### src/rtl/laser_burst_tx_pkg.sv
// Shared types and constants for the laser burst transmitter.
// The hand ID codes live here so the photo receive path can import the same values.
package laser_pkg;

  // Per-channel frame sequencer states
  typedef enum logic [1:0] {
    ST_IDLE,
    ST_START,
    ST_DATA,
    ST_COOL
  } chan_state_t;

  // Width of the hand ID code sent after the start bit
  localparam int CODE_W = 4;

  // Default hand IDs, sent MSB first
  localparam logic [CODE_W-1:0] CODE_L_DEFAULT = 4'b1010;
  localparam logic [CODE_W-1:0] CODE_R_DEFAULT = 4'b1100;

endpackage

### src/rtl/laser_burst_tx_if.sv
// Glove-side bundle for the laser burst transmitter: flex sensor inputs,
// laser drive outputs, per-channel busy flags and the shared shot counter.
interface laser_burst_tx_if;

  logic       flex_l;
  logic       flex_r;
  logic       laser_l;
  logic       laser_r;
  logic       busy_l;
  logic       busy_r;
  logic [7:0] shot_count;

  // Master side drives the flex sensors and watches the lasers
  modport master (
    output flex_l, flex_r,
    input  laser_l, laser_r, busy_l, busy_r, shot_count
  );

  // Slave side is the transmitter itself
  modport slave (
    input  flex_l, flex_r,
    output laser_l, laser_r, busy_l, busy_r, shot_count
  );

endinterface

### src/rtl/laser_burst_tx_chan_fsm.sv
// One laser channel: flex synchroniser, rising-edge trigger, frame sequencer
// and bit/cooldown timer. A frame is a start bit followed by CODE, MSB first,
// then a cooldown with the laser off.
// Optional build macro LASER_AUTOFIRE_EN re-fires straight from cooldown
// while the flex sensor is still held.
module laser_chan_fsm
  import laser_pkg::*;
#(
  parameter int                BIT_CYCLES      = 50000,
  parameter int                COOLDOWN_CYCLES = 12500000,
  parameter logic [CODE_W-1:0] CODE            = CODE_L_DEFAULT
) (
  input  logic clock,
  input  logic reset,
  input  logic flex,
  output logic laser,
  output logic busy,
  output logic start
);

  localparam int TIMER_MAX = (BIT_CYCLES > COOLDOWN_CYCLES) ? BIT_CYCLES : COOLDOWN_CYCLES;
  localparam int TW        = $clog2(TIMER_MAX);
  localparam int IW        = $clog2(CODE_W);

  localparam logic [TW-1:0] BIT_LAST  = TW'(BIT_CYCLES - 1);
  localparam logic [TW-1:0] COOL_LAST = TW'(COOLDOWN_CYCLES - 1);
  localparam logic [IW-1:0] IDX_MSB   = IW'(CODE_W - 1);

  chan_state_t   state;
  logic [TW-1:0] timer;
  logic [IW-1:0] idx;
  logic          flex_meta;
  logic          flex_sync;
  logic          flex_prev;
  logic          trig;

  // Two-flop synchroniser plus a delayed copy for rising-edge detection
  always_ff @(posedge clock or negedge reset) begin
    if (!reset) begin
      flex_meta <= 1'b0;
      flex_sync <= 1'b0;
      flex_prev <= 1'b0;
    end else begin
      flex_meta <= flex;
      flex_sync <= flex_meta;
      flex_prev <= flex_sync;
    end
  end

  assign trig = flex_sync & ~flex_prev;

  // Frame sequencer; laser/busy/start are registered from the next state so the pins never glitch
  always_ff @(posedge clock or negedge reset) begin
    if (!reset) begin
      state <= ST_IDLE;
      timer <= '0;
      idx   <= '0;
      laser <= 1'b0;
      busy  <= 1'b0;
      start <= 1'b0;
    end else begin
      start <= 1'b0;
      case (state)
        ST_IDLE: begin
          if (trig) begin
            state <= ST_START;
            timer <= '0;
            laser <= 1'b1;
            busy  <= 1'b1;
            start <= 1'b1;
          end
        end
        ST_START: begin
          if (timer == BIT_LAST) begin
            state <= ST_DATA;
            timer <= '0;
            idx   <= IDX_MSB;
            laser <= CODE[IDX_MSB];
          end else begin
            timer <= timer + 1'b1;
          end
        end
        ST_DATA: begin
          if (timer == BIT_LAST) begin
            timer <= '0;
            if (idx == '0) begin
              state <= ST_COOL;
              laser <= 1'b0;
            end else begin
              idx   <= idx - IW'(1);
              laser <= CODE[idx - IW'(1)];
            end
          end else begin
            timer <= timer + 1'b1;
          end
        end
        ST_COOL: begin
          if (timer == COOL_LAST) begin
            timer <= '0;
`ifdef LASER_AUTOFIRE_EN
            if (flex_sync) begin
              state <= ST_START;
              laser <= 1'b1;
              start <= 1'b1;
            end else begin
              state <= ST_IDLE;
              busy  <= 1'b0;
            end
`else
            state <= ST_IDLE;
            busy  <= 1'b0;
`endif
          end else begin
            timer <= timer + 1'b1;
          end
        end
        default: begin
          state <= ST_IDLE;
          timer <= '0;
          laser <= 1'b0;
          busy  <= 1'b0;
        end
      endcase
    end
  end

endmodule

### src/rtl/laser_burst_tx.sv
// Laser burst transmitter: turns left/right flex squeezes into coded
// on-off-keyed laser frames so the photodiode array can tell the hands apart.
// Two independent channels share one 8-bit frame counter that wraps freely.
// Optional build macro LASER_AUTOFIRE_EN makes a held squeeze fire repeatedly.
module laser_burst_tx
  import laser_pkg::*;
#(
  parameter int                BIT_CYCLES      = 50000,
  parameter int                COOLDOWN_CYCLES = 12500000,
  parameter logic [CODE_W-1:0] CODE_L          = CODE_L_DEFAULT,
  parameter logic [CODE_W-1:0] CODE_R          = CODE_R_DEFAULT
) (
  input logic             clock,
  input logic             reset,
  laser_burst_tx_if.slave bus
);

  logic       laser_l;
  logic       laser_r;
  logic       busy_l;
  logic       busy_r;
  logic       start_l;
  logic       start_r;
  logic [7:0] shot_q;

  laser_chan_fsm #(
    .BIT_CYCLES      (BIT_CYCLES),
    .COOLDOWN_CYCLES (COOLDOWN_CYCLES),
    .CODE            (CODE_L)
  ) u_chan_l (
    .clock (clock),
    .reset (reset),
    .flex  (bus.flex_l),
    .laser (laser_l),
    .busy  (busy_l),
    .start (start_l)
  );

  laser_chan_fsm #(
    .BIT_CYCLES      (BIT_CYCLES),
    .COOLDOWN_CYCLES (COOLDOWN_CYCLES),
    .CODE            (CODE_R)
  ) u_chan_r (
    .clock (clock),
    .reset (reset),
    .flex  (bus.flex_r),
    .laser (laser_r),
    .busy  (busy_r),
    .start (start_r)
  );

  // Count frames from both channels; two starts in one cycle add two
  always_ff @(posedge clock or negedge reset) begin
    if (!reset) begin
      shot_q <= '0;
    end else begin
      shot_q <= shot_q + 8'(start_l) + 8'(start_r);
    end
  end

  assign bus.laser_l    = laser_l;
  assign bus.laser_r    = laser_r;
  assign bus.busy_l     = busy_l;
  assign bus.busy_r     = busy_r;
  assign bus.shot_count = shot_q;

endmodule

### src/flat_wrapper.sv
// flat-port wrapper written by rule: the top's interface ports become plain ports
module laser_burst_tx_flat import laser_pkg::*;
#(
  parameter int                BIT_CYCLES      = 50000,
  parameter int                COOLDOWN_CYCLES = 12500000,
  parameter logic [CODE_W-1:0] CODE_L          = CODE_L_DEFAULT,
  parameter logic [CODE_W-1:0] CODE_R          = CODE_R_DEFAULT
)
  (clock, reset, bus_flex_l, bus_flex_r, bus_laser_l, bus_laser_r, bus_busy_l, bus_busy_r, bus_shot_count);
  laser_burst_tx_if bus_i ();
  input logic clock;
  input logic reset;
  input wire logic [$bits(bus_i.flex_l)-1:0] bus_flex_l;
  input wire logic [$bits(bus_i.flex_r)-1:0] bus_flex_r;
  output wire logic [$bits(bus_i.laser_l)-1:0] bus_laser_l;
  output wire logic [$bits(bus_i.laser_r)-1:0] bus_laser_r;
  output wire logic [$bits(bus_i.busy_l)-1:0] bus_busy_l;
  output wire logic [$bits(bus_i.busy_r)-1:0] bus_busy_r;
  output wire logic [$bits(bus_i.shot_count)-1:0] bus_shot_count;
  assign bus_i.flex_l = bus_flex_l;
  assign bus_i.flex_r = bus_flex_r;
  assign bus_laser_l = bus_i.laser_l;
  assign bus_laser_r = bus_i.laser_r;
  assign bus_busy_l = bus_i.busy_l;
  assign bus_busy_r = bus_i.busy_r;
  assign bus_shot_count = bus_i.shot_count;
  laser_burst_tx #(.BIT_CYCLES(BIT_CYCLES), .COOLDOWN_CYCLES(COOLDOWN_CYCLES), .CODE_L(CODE_L), .CODE_R(CODE_R)) u_core (.clock(clock), .reset(reset), .bus(bus_i));
endmodule
### config.mk
export PLATFORM = sky130hd
export DESIGN_NAME = laser_burst_tx_flat
export DESIGN_NICKNAME = d
export VERILOG_FILES = /design/src/rtl/laser_burst_tx_pkg.sv /design/src/rtl/laser_burst_tx_if.sv /design/src/rtl/laser_burst_tx_chan_fsm.sv /design/src/rtl/laser_burst_tx.sv /design/src/flat_wrapper.sv
export SDC_FILE = /design/constraint.sdc
export NUM_CORES = 1
export LEC_CHECK = 0
export BUFFER_PORTS_ARGS = -buffer_cell sky130_fd_sc_hd__buf_2
export CAP_MARGIN = 5
export CELL_PAD_IN_SITES_DETAIL_PLACEMENT = 0
export CELL_PAD_IN_SITES_GLOBAL_PLACEMENT = 1
export CORE_UTILIZATION = 40
export CTS_CLUSTER_SIZE = 25
export DETAILED_ROUTE_END_ITERATION = 7
export PLACE_DENSITY_LB_ADDON = 0.12
export SLEW_MARGIN = 25
export SYNTH_ARGS = -nofsm -noshare
export SYNTH_HDL_FRONTEND = slang
export SYNTH_SLANG_ARGS = --single-unit
### constraint.sdc
create_clock -name clock -period 2.9 [get_ports clock]
set_clock_uncertainty 0.05 [all_clocks]
set_input_delay 0.145 -clock clock [delete_from_list [all_inputs] [get_ports clock]]
set_output_delay 0.145 -clock clock [all_outputs]
set_load 0.02 [all_outputs]
==> results of run 1 <==
==> flip-flops by register name, indices dropped and copies added (netlist names) <==
signal / flops
u_core.u_chan_l.flex_meta: 1
u_core.u_chan_l.flex_sync: 1
u_core.u_chan_r.idx: 2
u_core.u_chan_r.busy: 1
u_core.u_chan_r.laser: 1
u_core.u_chan_r.state: 2
u_core.u_chan_l.busy: 1
u_core.u_chan_l.state: 2
u_core.u_chan_l.idx: 2
u_core.u_chan_l.timer: 24
u_core.u_chan_r.timer: 24
u_core.u_chan_r.flex_sync: 1
u_core.u_chan_l.start: 1
u_core.bus.shot_count: 8
u_core.u_chan_r.flex_meta: 1
u_core.u_chan_l.flex_prev: 1
u_core.u_chan_l.laser: 1
u_core.u_chan_r.start: 1
u_core.u_chan_r.flex_prev: 1
==> report_power, final <==
group          switching [mW]  leakage (nW)  internal (mW)  total [mW]
Combinational            1.07          1.14          0.507        1.58
Sequential              0.115          1.01           1.19        1.30
Clock                   0.458         0.159          0.773        1.23
==> placed cells by master, fill, tap and decap left out, types with 4 or more instances in the layout <==
cell type  Yosys  final
buf_2          0     14
a21oi_1        6      4
or2_2          8      8
a2bb2oi_1      7      7
clkbuf_16      0      9
or3_1          6      6
and4_1         9      9
o221ai_1      32     32
a22oi_1        4      4
ha_1          19     19
nor2_1        24     24
dfrtp_1       76     76
nor4_1        17     17
o21a_1         5      5
o211ai_1      13     13
a21boi_0       4      4
nor3_1        14     14
o2111ai_1      6      6
nand2_1       94     94
or4_1          5      5
and2_1         8      8
buf_4          0     14
nand3_1       23     23
inv_1         28     28
nand4_1       12     12
nor2b_1        9      9
o31a_1        11     11
o21ai_0        8      8
and3_1         8      8
a211oi_1       5      5
==> timing repair <==
action | 4_1_cts | 5_1_grt
endpoints found under the hold margin | 78 | 0
buffers inserted | 0 | 0
hold buffers | 3 | 0
==> how the worst max path moves through the flow <==
stage,cells past startpoint,end
2_1_floorplan,5,u_core.u_chan_r.state[1]
3_3_place_gp,5,u_core.u_chan_r.timer[11]
3_5_place_dp,5,u_core.u_chan_r.timer[11]
4_1_cts,5,u_core.u_chan_r.timer[11]
5_1_grt,5,u_core.u_chan_r.timer[11]
6_report,5,u_core.u_chan_r.timer[11]
==> cell families after synthesis <==
| logic type | count (synthesis) | share of synthesized area |
|---|---|---|
| AO/OA/AOI/OAI | 118 | 0.1987 |
| XOR/XNOR | 6 | 0.01120 |
| adder cells (fa/ha/maj) | 20 | 0.05493 |
| buffers and inverters | 57 | 0.04560 |
| flip-flops | 76 | 0.4053 |
| multiplexers | 5 | 0.01227 |
| AND/OR/NAND/NOR | 248 | 0.2720 |
==> worst max-delay path: stages, from the launching register on <==
cell and delay [ns]:
dfrtp_1 0.44, or4b_1 0.52, or3_1 0.37, o31ai_1 0.52, a21oi_1 0.23, a221o_1 0.37
==> layer usage <==
layer / share of wire / wire (microns) / GRT usage / vias to the layer above
li1: - / - / - / 2020
met1: 0.46 / 5462 / 0.2768 / 1945
met2: 0.48 / 5660 / 0.3505 / 67
met3: 0.031 / 360 / 0.03527 / 19
met4: 0.025 / 289 / 0.09586 / 0
met5: 0 / 0 / 0 / -
==> layout make-up <==
class	count	share of cell area
timing repair buffer	32	0.04073
multi-input combinational	397	0.4875
tap	143	0.03366
clock buffer	11	0.04567
clock inverter	5	0.01412
inverter	29	0.02048
sequential	76	0.3578
==> per-stage QoR <==
| step | std cells | util | hold slack [ns] |
|---|---|---|---|
| 2_1_floorplan | 530 | - | -0.2006 |
| 3_3_place_gp | 674 | 0.4347 | 0.2032 |
| 3_5_place_dp | 674 | 0.4347 | 0.2047 |
| 4_1_cts | 693 | 0.4652 | 0.2969 |
| 5_1_grt | 693 | 0.4655 | 0.3056 |
| 6_report | 693 | 0.4655 | 0.2957 |
==> results.json, run 1 <==
{
  "status": "finished, final reports clean",
  "cp_max_fo": 8,
  "synth_top_flop_cell": "dfrtp_1",
  "grt_max_degree": 77,
  "cp.required_ns": 3.08,
  "slew_viol_final": 0,
  "cts.reportedPaths.clkPinSlew_ns": 0.06,
  "clock-sinks": 76,
  "setup_viol": 0,
  "rows": 39,
  "wl_mm": 11.77,
  "path_class": "flop to flop",
  "area_growth_syn_to_layout_pct": 13.28,
  "core_sq_mm": 0.01142,
  "overflow": 0,
  "r2r-start": "u_core.u_chan_r.timer[14]",
  "dpl_cell_area_sq_mm": 0.004964,
  "fillers": 1146,
  "finalWorstSetupSlack_ns": 0.2763,
  "hp-start": "u_core.u_chan_l.flex_meta",
  "hold_viol_final": 0,
  "ys_seq_elements": 76,
  "synthesis.nets": 554,
  "worstSkewPairLatency_ns": 0.35,
  "p_leak_nw": 2.313,
  "grt_pass1_wl_mm": 19.83,
  "wire_per_inst_microns": 16.99,
  "antenna_cells": 0,
  "stdcell_area_sq_mm": 0.005315,
  "cts-root-buf": "clkbuf_16",
  "netlist_area_sq_mm": 0.004692,
  "synth_edf_count": 0,
  "cp_data_arrival_time_ns": 2.80,
  "worstMarginPinSlew_ns": 0.9007,
  "gp_congestion": 0.7945,
  "fmax_mhz": 381.1,
  "avgViaCountPerCell": 5.846,
  "hpwl_mm": 7.834,
  "synth.most_common_cell": "nand2_1",
  "netlist_instances": 530,
  "end_kind": "flop",
  "cts_tree": "done",
  "antenna_found_initial": 0,
  "netlist.area_leader.share": 0.4053,
  "final_layout_size_suffix_gt1_frac": 0.1127,
  "grt_usage": 0.2139,
  "netlist-cell-type-count": 56,
  "async_flop_share": 1.000,
  "layout.nets": 569,
  "totalPowerFinal_mw": 4.109,
  "synth_top_area_cell": "dfrtp_1",
  "holdPathEnd": "u_core.u_chan_l.flex_sync",
  "multi_input_area_sq_mm": 0.002591,
  "reg2reg_to": "u_core.u_chan_r.timer[11]",
  "r2r_cells": 5,
  "drt_iter0_drc": 214,
  "drcViolationCount": 0,
  "start_util": 0.4109,
  "drv_cap": 0,
  "relSlewSlack": 0.3996,
  "rrSetupSlack_ns": 0.28,
  "dieArea_sq_mm": 0.01217,
  "synth_common_cells": "nand2_1, dfrtp_1, o221ai_1",
  "chipHeight_microns": 110.3,
  "drtAntennaViolNets": 0,
  "min_path_cells": 0,
  "tns_ns": 0,
  "die_x_microns": 110.3,
  "clockBufferDepth": 2,
  "drtPass1Iterations": 4,
  "fin_crit_sh": 0.9047,
  "register_area_sq_mm": 0.001902,
  "avgSynthCellArea_sq_um": 8.853,
  "layout_min_cycle_time_ns": 2.624,
  "ios": 16,
  "start_kind": "flop",
  "port_buffers": 15,
  "cts_htree_levels": 3,
  "synth_area_leaders": "dfrtp_1, nand2_1, o221ai_1",
  "via_count": 4051,
  "grt_pass1_vias": 3863,
  "timing.critical_path.from": "u_core.u_chan_r.timer[14]",
  "ir_worst_vdd_mv": 0.4312,
  "powerDensity_mw_per_mm2": 773.1,
  "cts_buffers": 9,
  "yosysSeqAreaShare": 0.4053,
  "dp_slack_ns": 0.2716,
  "yosysWarnings": 0,
  "ctsResizeCount": 0,
  "min_path_type": "flop to flop",
  "rsz0062_at_grt": "no"
}
(Power assumes the default switching activity.)
==> inputs of run 2 (changes only) <==
==> constraint.sdc (replaced) <==
create_clock -name clock -period 3.23 [get_ports clock]
set_clock_uncertainty 0.05 [all_clocks]
set_input_delay 0.1615 -clock clock [delete_from_list [all_inputs] [get_ports clock]]
set_output_delay 0.1615 -clock clock [all_outputs]
set_load 0.02 [all_outputs]
==> run 2 against run 1 <==
Count of clock-buffer cells in the layout increased by 2. Sequential power decreased by 10%. Cell count decreased by 0.87%. Critical path depth unchanged. Largest cell class unchanged. Highest routed layer unchanged.
==> results.json, run 2 (synthesis results as in run 1) <==
{
  "cp.required_ns": 3.41,
  "path_class": "flop to flop",
  "r2r-start": "u_core.u_chan_r.timer[14]",
  "overflow": 0,
  "final_layout_size_suffix_gt1_frac": 0.1048,
  "holdWs_ns": 0.2966,
  "wl_mm": 11.61,
  "hold_viol_final": 0,
  "die_x_microns": 110.3,
  "area_growth_syn_to_layout_pct": 12.43,
  "fin_crit_sh": 0.8245,
  "dp.cells": 668,
  "intPower_mw": 2.190,
  "rsz0062_at_grt": "no",
  "final_cell_mix": "nand2_1, dfrtp_1, o221ai_1, inv_1, nor2_1",
  "wire_per_inst_microns": 16.89,
  "chipHeight_microns": 110.3,
  "drtAntennaViolNets": 0,
  "cts_htree_levels": 3,
  "multi_input_area_sq_mm": 0.002591,
  "slew_viol_final": 0,
  "cts-root-buf": "clkbuf_16",
  "cts_buffers": 9,
  "start_util": 0.4109,
  "drcViolationCount": 0,
  "post-route-util": 0.4620,
  "hpwl_mm": 7.532,
  "core_sq_mm": 0.01142,
  "ctsResizeCount": 0,
  "dpl_cell_area_sq_mm": 0.004918,
  "clockBufferDepth": 2,
  "finalWorstSetupSlack_ns": 0.5668,
  "relSlewSlack": 0.3922,
  "worstSkewPairLatency_ns": 0.35,
  "pwr-share-comb": 0.382,
  "cp_max_fo": 8,
  "cts_tree": "done",
  "start_kind": "flop",
  "ios": 16,
  "cp-endpoint": "u_core.u_chan_r.timer[11]",
  "layout.nets": 563,
  "rows": 39,
  "dieArea_sq_mm": 0.01217,
  "min_path_type": "flop to flop",
  "grt_pass1_vias": 3807,
  "antenna_found_initial": 0,
  "powerDensity_mw_per_mm2": 695.4,
  "port_buffers": 15,
  "clock-sinks": 76,
  "drv_cap": 0,
  "p_leak_nw": 2.282,
  "gp_congestion": 0.7999,
  "end_kind": "flop",
  "timing.critical_path.from": "u_core.u_chan_r.timer[14]",
  "fillers": 1150,
  "power.switching_mw": 1.478,
  "grt_pass1_wl_mm": 19.46,
  "switching_share": 0.4029,
  "tns_ns": 0,
  "totalPowerFinal_mw": 3.669,
  "r2r_cells": 5,
  "pwr-share-clk": 0.299,
  "layout_commonest_cell": "nand2_1",
  "status": "finished, final reports clean",
  "reg2reg_to": "u_core.u_chan_r.timer[11]",
  "dp_slack_ns": 0.5789,
  "via_count": 4047,
  "cp_data_arrival_time_ns": 2.84,
  "antenna_cells": 0,
  "register_area_sq_mm": 0.001902,
  "stdcell_area_sq_mm": 0.005275,
  "rrSetupSlack_ns": 0.57,
  "ir_worst_vdd_mv": 0.4530,
  "post_cts_buffers": 0,
  "seq_power_share": 0.319,
  "layout_min_cycle_time_ns": 2.663,
  "grt_usage": 0.2096,
  "worstMarginPinSlew_ns": 0.9118,
  "grt_max_degree": 77,
  "drtPass1Iterations": 4,
  "cts.reportedPaths.clkPinSlew_ns": 0.06,
  "drt_iter0_drc": 228,
  "fin_cells": 687,
  "setup_viol": 0,
  "fmax_mhz": 375.5,
  "avgViaCountPerCell": 5.891
}
==> run 2: cell count changes in the layout (fill, tap and decap cells not counted) <==
cell / change
buf_4: -6
clkbuf_8: +3
clkinv_2: -2
bufinv_16: -1
clkbuf_1: -1
clkinvlp_4: +1
==> run 2: layout make-up <==
cell class	count	share of cell area
Clock inverter	3	0.008065
Sequential cell	76	0.3605
Tap cell	143	0.03392
Inverter	29	0.02064
Clock buffer	13	0.05313
Multi-Input combinational cell	397	0.4912
Timing Repair Buffer	26	0.03250
==> run 2: timing repair <==
action,CTS,global route
hold buffers,3,0
setup endpoints to repair,0,0
endpoints found under the hold margin,56,0
==> run 2: power groups by stage <==
stage	logic [mW]	clock network, mW	registers [mW]
after global placement	1.39	0	1.18
after global routing	1.54	1.16	1.19
after floorplan	0.901	0	1.22
final	1.40	1.10	1.17
after detailed placement	1.40	0	1.19
after CTS	1.40	1.13	1.17
==> run 2: worst min-delay path by stage <==
stage                              start                   endpoint  slack (ns)  cells past startpoint
6_report       u_core.u_chan_l.flex_meta  u_core.u_chan_l.flex_sync        0.30                      0
5_1_grt        u_core.u_chan_l.flex_meta  u_core.u_chan_l.flex_sync        0.30                      0
4_1_cts        u_core.u_chan_l.flex_meta  u_core.u_chan_l.flex_sync        0.30                      0
3_5_place_dp                  bus_flex_r  u_core.u_chan_r.flex_meta        0.22                      1
3_3_place_gp                  bus_flex_l  u_core.u_chan_l.flex_meta        0.22                      1
2_1_floorplan                      reset   u_core.bus.shot_count[0]       -0.18                      0
==> run 2: critical path, cell delays in order (launching register included) <==
cell	delay [ns]
dfrtp_1	0.44
or4b_1	0.53
or3_1	0.38
o31ai_1	0.54
a21oi_1	0.24
a221o_1	0.36
==> run 2: metal layers <==
metal	up-vias	routed length, microns	part of all wire	global-route usage
met1	1950	5617	0.48	0.2746
met4	0	269	0.023	0.09680
met5	-	0	0	0
met2	79	5361	0.46	0.3376
li1	2000	-	-	-
met3	18	358	0.031	0.03469
==> inputs of run 3 (changes only) <==
==> constraint.sdc (replaced) <==
create_clock -name clock -period 2.2 [get_ports clock]
set_clock_uncertainty 0.05 [all_clocks]
set_input_delay 0.11 -clock clock [delete_from_list [all_inputs] [get_ports clock]]
set_output_delay 0.11 -clock clock [all_outputs]
set_load 0.02 [all_outputs]
==> run 3 against run 2 <==
The run now ends with setup timing left. Hold slack lost 0.081 ns. Fmax grew 14%. Flip-flop and latch count is the same. Largest cell class unchanged. Largest power group unchanged.
==> results.json, run 3 (synthesis results as in run 1) <==
{
  "cts-root-buf": "clkbuf_16",
  "avgViaCountPerCell": 5.814,
  "fillers": 1045,
  "cp_data_arrival_time_ns": 2.51,
  "final_cell_mix": "nand2_1, buf_4, dfrtp_1, inv_1, o221ai_1",
  "timing.critical_path.from": "u_core.u_chan_r.timer[9]",
  "start_util": 0.4109,
  "drv_cap": 0,
  "drtAntennaViolNets": 0,
  "ir_worst_vdd_mv": 0.7890,
  "grt_max_degree": 42,
  "violations": "setup timing",
  "core_sq_mm": 0.01142,
  "port_buffers": 15,
  "rows": 39,
  "start_kind": "flop",
  "fmax_mhz": 429.2,
  "cts_tree": "done",
  "gp_congestion": 0.8221,
  "stdcell_area_sq_mm": 0.006170,
  "antenna_cells": 0,
  "area_growth_syn_to_layout_pct": 31.49,
  "r2r_cells": 5,
  "reg2reg_to": "u_core.u_chan_r.state[1]",
  "drcViolationCount": 0,
  "relSlewSlack": 0.6605,
  "cp_max_fo": 3,
  "drt_iter0_drc": 257,
  "rsz0062_at_grt": "yes",
  "overflow": 0,
  "p_leak_nw": 2.750,
  "slew_viol_final": 0,
  "via_count": 4459,
  "cp-endpoint": "u_core.u_chan_r.state[1]",
  "die_x_microns": 110.3,
  "cts_htree_levels": 3,
  "min_path_type": "input pin to asynchronous set/reset pin",
  "dieArea_sq_mm": 0.01217,
  "cp.required_ns": 2.38,
  "final_layout_size_suffix_gt1_frac": 0.2676,
  "dpl_cell_area_sq_mm": 0.005492,
  "cts_buffers": 9,
  "finalWorstSetupSlack_ns": -0.1301,
  "worstSkewPairLatency_ns": 0.35,
  "grt_usage": 0.2270,
  "layout_min_cycle_time_ns": 2.330,
  "chipHeight_microns": 110.3,
  "wl_mm": 13.10,
  "status": "finished with violations",
  "drtPass1Iterations": 4,
  "r2r-start": "u_core.u_chan_r.timer[9]",
  "ios": 16,
  "path_class": "flop to flop",
  "holdWs_ns": 0.2161,
  "setup_viol": 26,
  "clock-sinks": 76,
  "multi_input_area_sq_mm": 0.002800,
  "fin_crit_sh": 1.059,
  "clockBufferDepth": 2,
  "register_area_sq_mm": 0.001902,
  "grt_pass1_wl_mm": 20.95,
  "hold_viol_final": 0,
  "hpwl_mm": 8.888,
  "end_kind": "flop",
  "rrSetupSlack_ns": -0.13,
  "worstMarginPinSlew_ns": 0.5078,
  "layout.nets": 644,
  "powerDensity_mw_per_mm2": 1034,
  "wire_per_inst_microns": 17.08,
  "cts.reportedPaths.clkPinSlew_ns": 0.06,
  "layout_commonest_cell": "nand2_1",
  "antenna_found_initial": 0,
  "grt_pass1_vias": 4173
}
run 3: cell type report:
type / count / area share
Clock buffer: 10 / 0.03873
Multi-Input combinational cell: 397 / 0.4539
Clock inverter: 5 / 0.01622
Sequential cell: 76 / 0.3083
Inverter: 29 / 0.01764
Timing Repair Buffer: 107 / 0.1363
Tap cell: 143 / 0.02900
run 3: repair_timing:
| item | in CTS | in global routing |
|---|---|---|
| hold endpoints to repair | 37 | 0 |
| endpoints found under the setup margin | 29 | 45 |
| hold buffers | 3 | 0 |
| pin swaps | 4 | 10 |
| gates resized for setup | 9 | 35 |
| gates cloned | 0 | 2 |
| setup buffers | 5 | 4 |
run 3: worst min-delay path by stage:
stage	startpoint	endpoint	cells past startpoint	slack, ns
2_1_floorplan	reset	u_core.bus.shot_count[0]	0	-0.24
3_3_place_gp	reset	u_core.bus.shot_count[7]	1	0.06
3_5_place_dp	reset	u_core.bus.shot_count[7]	1	0.06
4_1_cts	reset	u_core.bus.shot_count[7]	2	0.23
5_1_grt	reset	u_core.bus.shot_count[7]	2	0.29
6_report	reset	u_core.bus.shot_count[7]	2	0.22
run 3: power breakdown:
| group | internal [mW] | leakage, nW | switching, mW | total (mW) |
|---|---|---|---|---|
| Combinational | 1.21 | 1.57 | 1.72 | 2.94 |
| Sequential | 1.56 | 1.01 | 0.146 | 1.71 |
| Clock | 1.13 | 0.168 | 0.602 | 1.73 |
run 3: metrics by stage:
stage | TNS, ns | cells | setup WS (ns) | utilization | power (mW)
4_1_cts | -0.9863 | 761 | -0.1278 | 0.5199 | 6.048
3_3_place_gp | -0.2397 | 738 | -0.06011 | 0.4809 | 4.163
6_report | -0.9951 | 767 | -0.1301 | 0.5403 | 6.380
2_1_floorplan | -0.3158 | 530 | -0.1367 | - | 3.124
5_1_grt | -4.261 | 767 | -0.1957 | 0.5403 | 6.752
3_5_place_dp | -0.6340 | 738 | -0.1091 | 0.4809 | 4.186
run 3: layer usage:
metal,global-route usage,wire length [microns],part of all wire
met1,0.3227,6364,0.49
met2,0.3350,5910,0.45
met3,0.05232,535,0.041
met4,0.08177,294,0.022
met5,0,0,0
run 3: critical path: stages, from the launching register on:
cell	delay (ns)
dfrtp_1	0.39
or4b_1	0.53
or3_4	0.35
o31a_1	0.26
a2111o_1	0.33
mux2_4	0.31
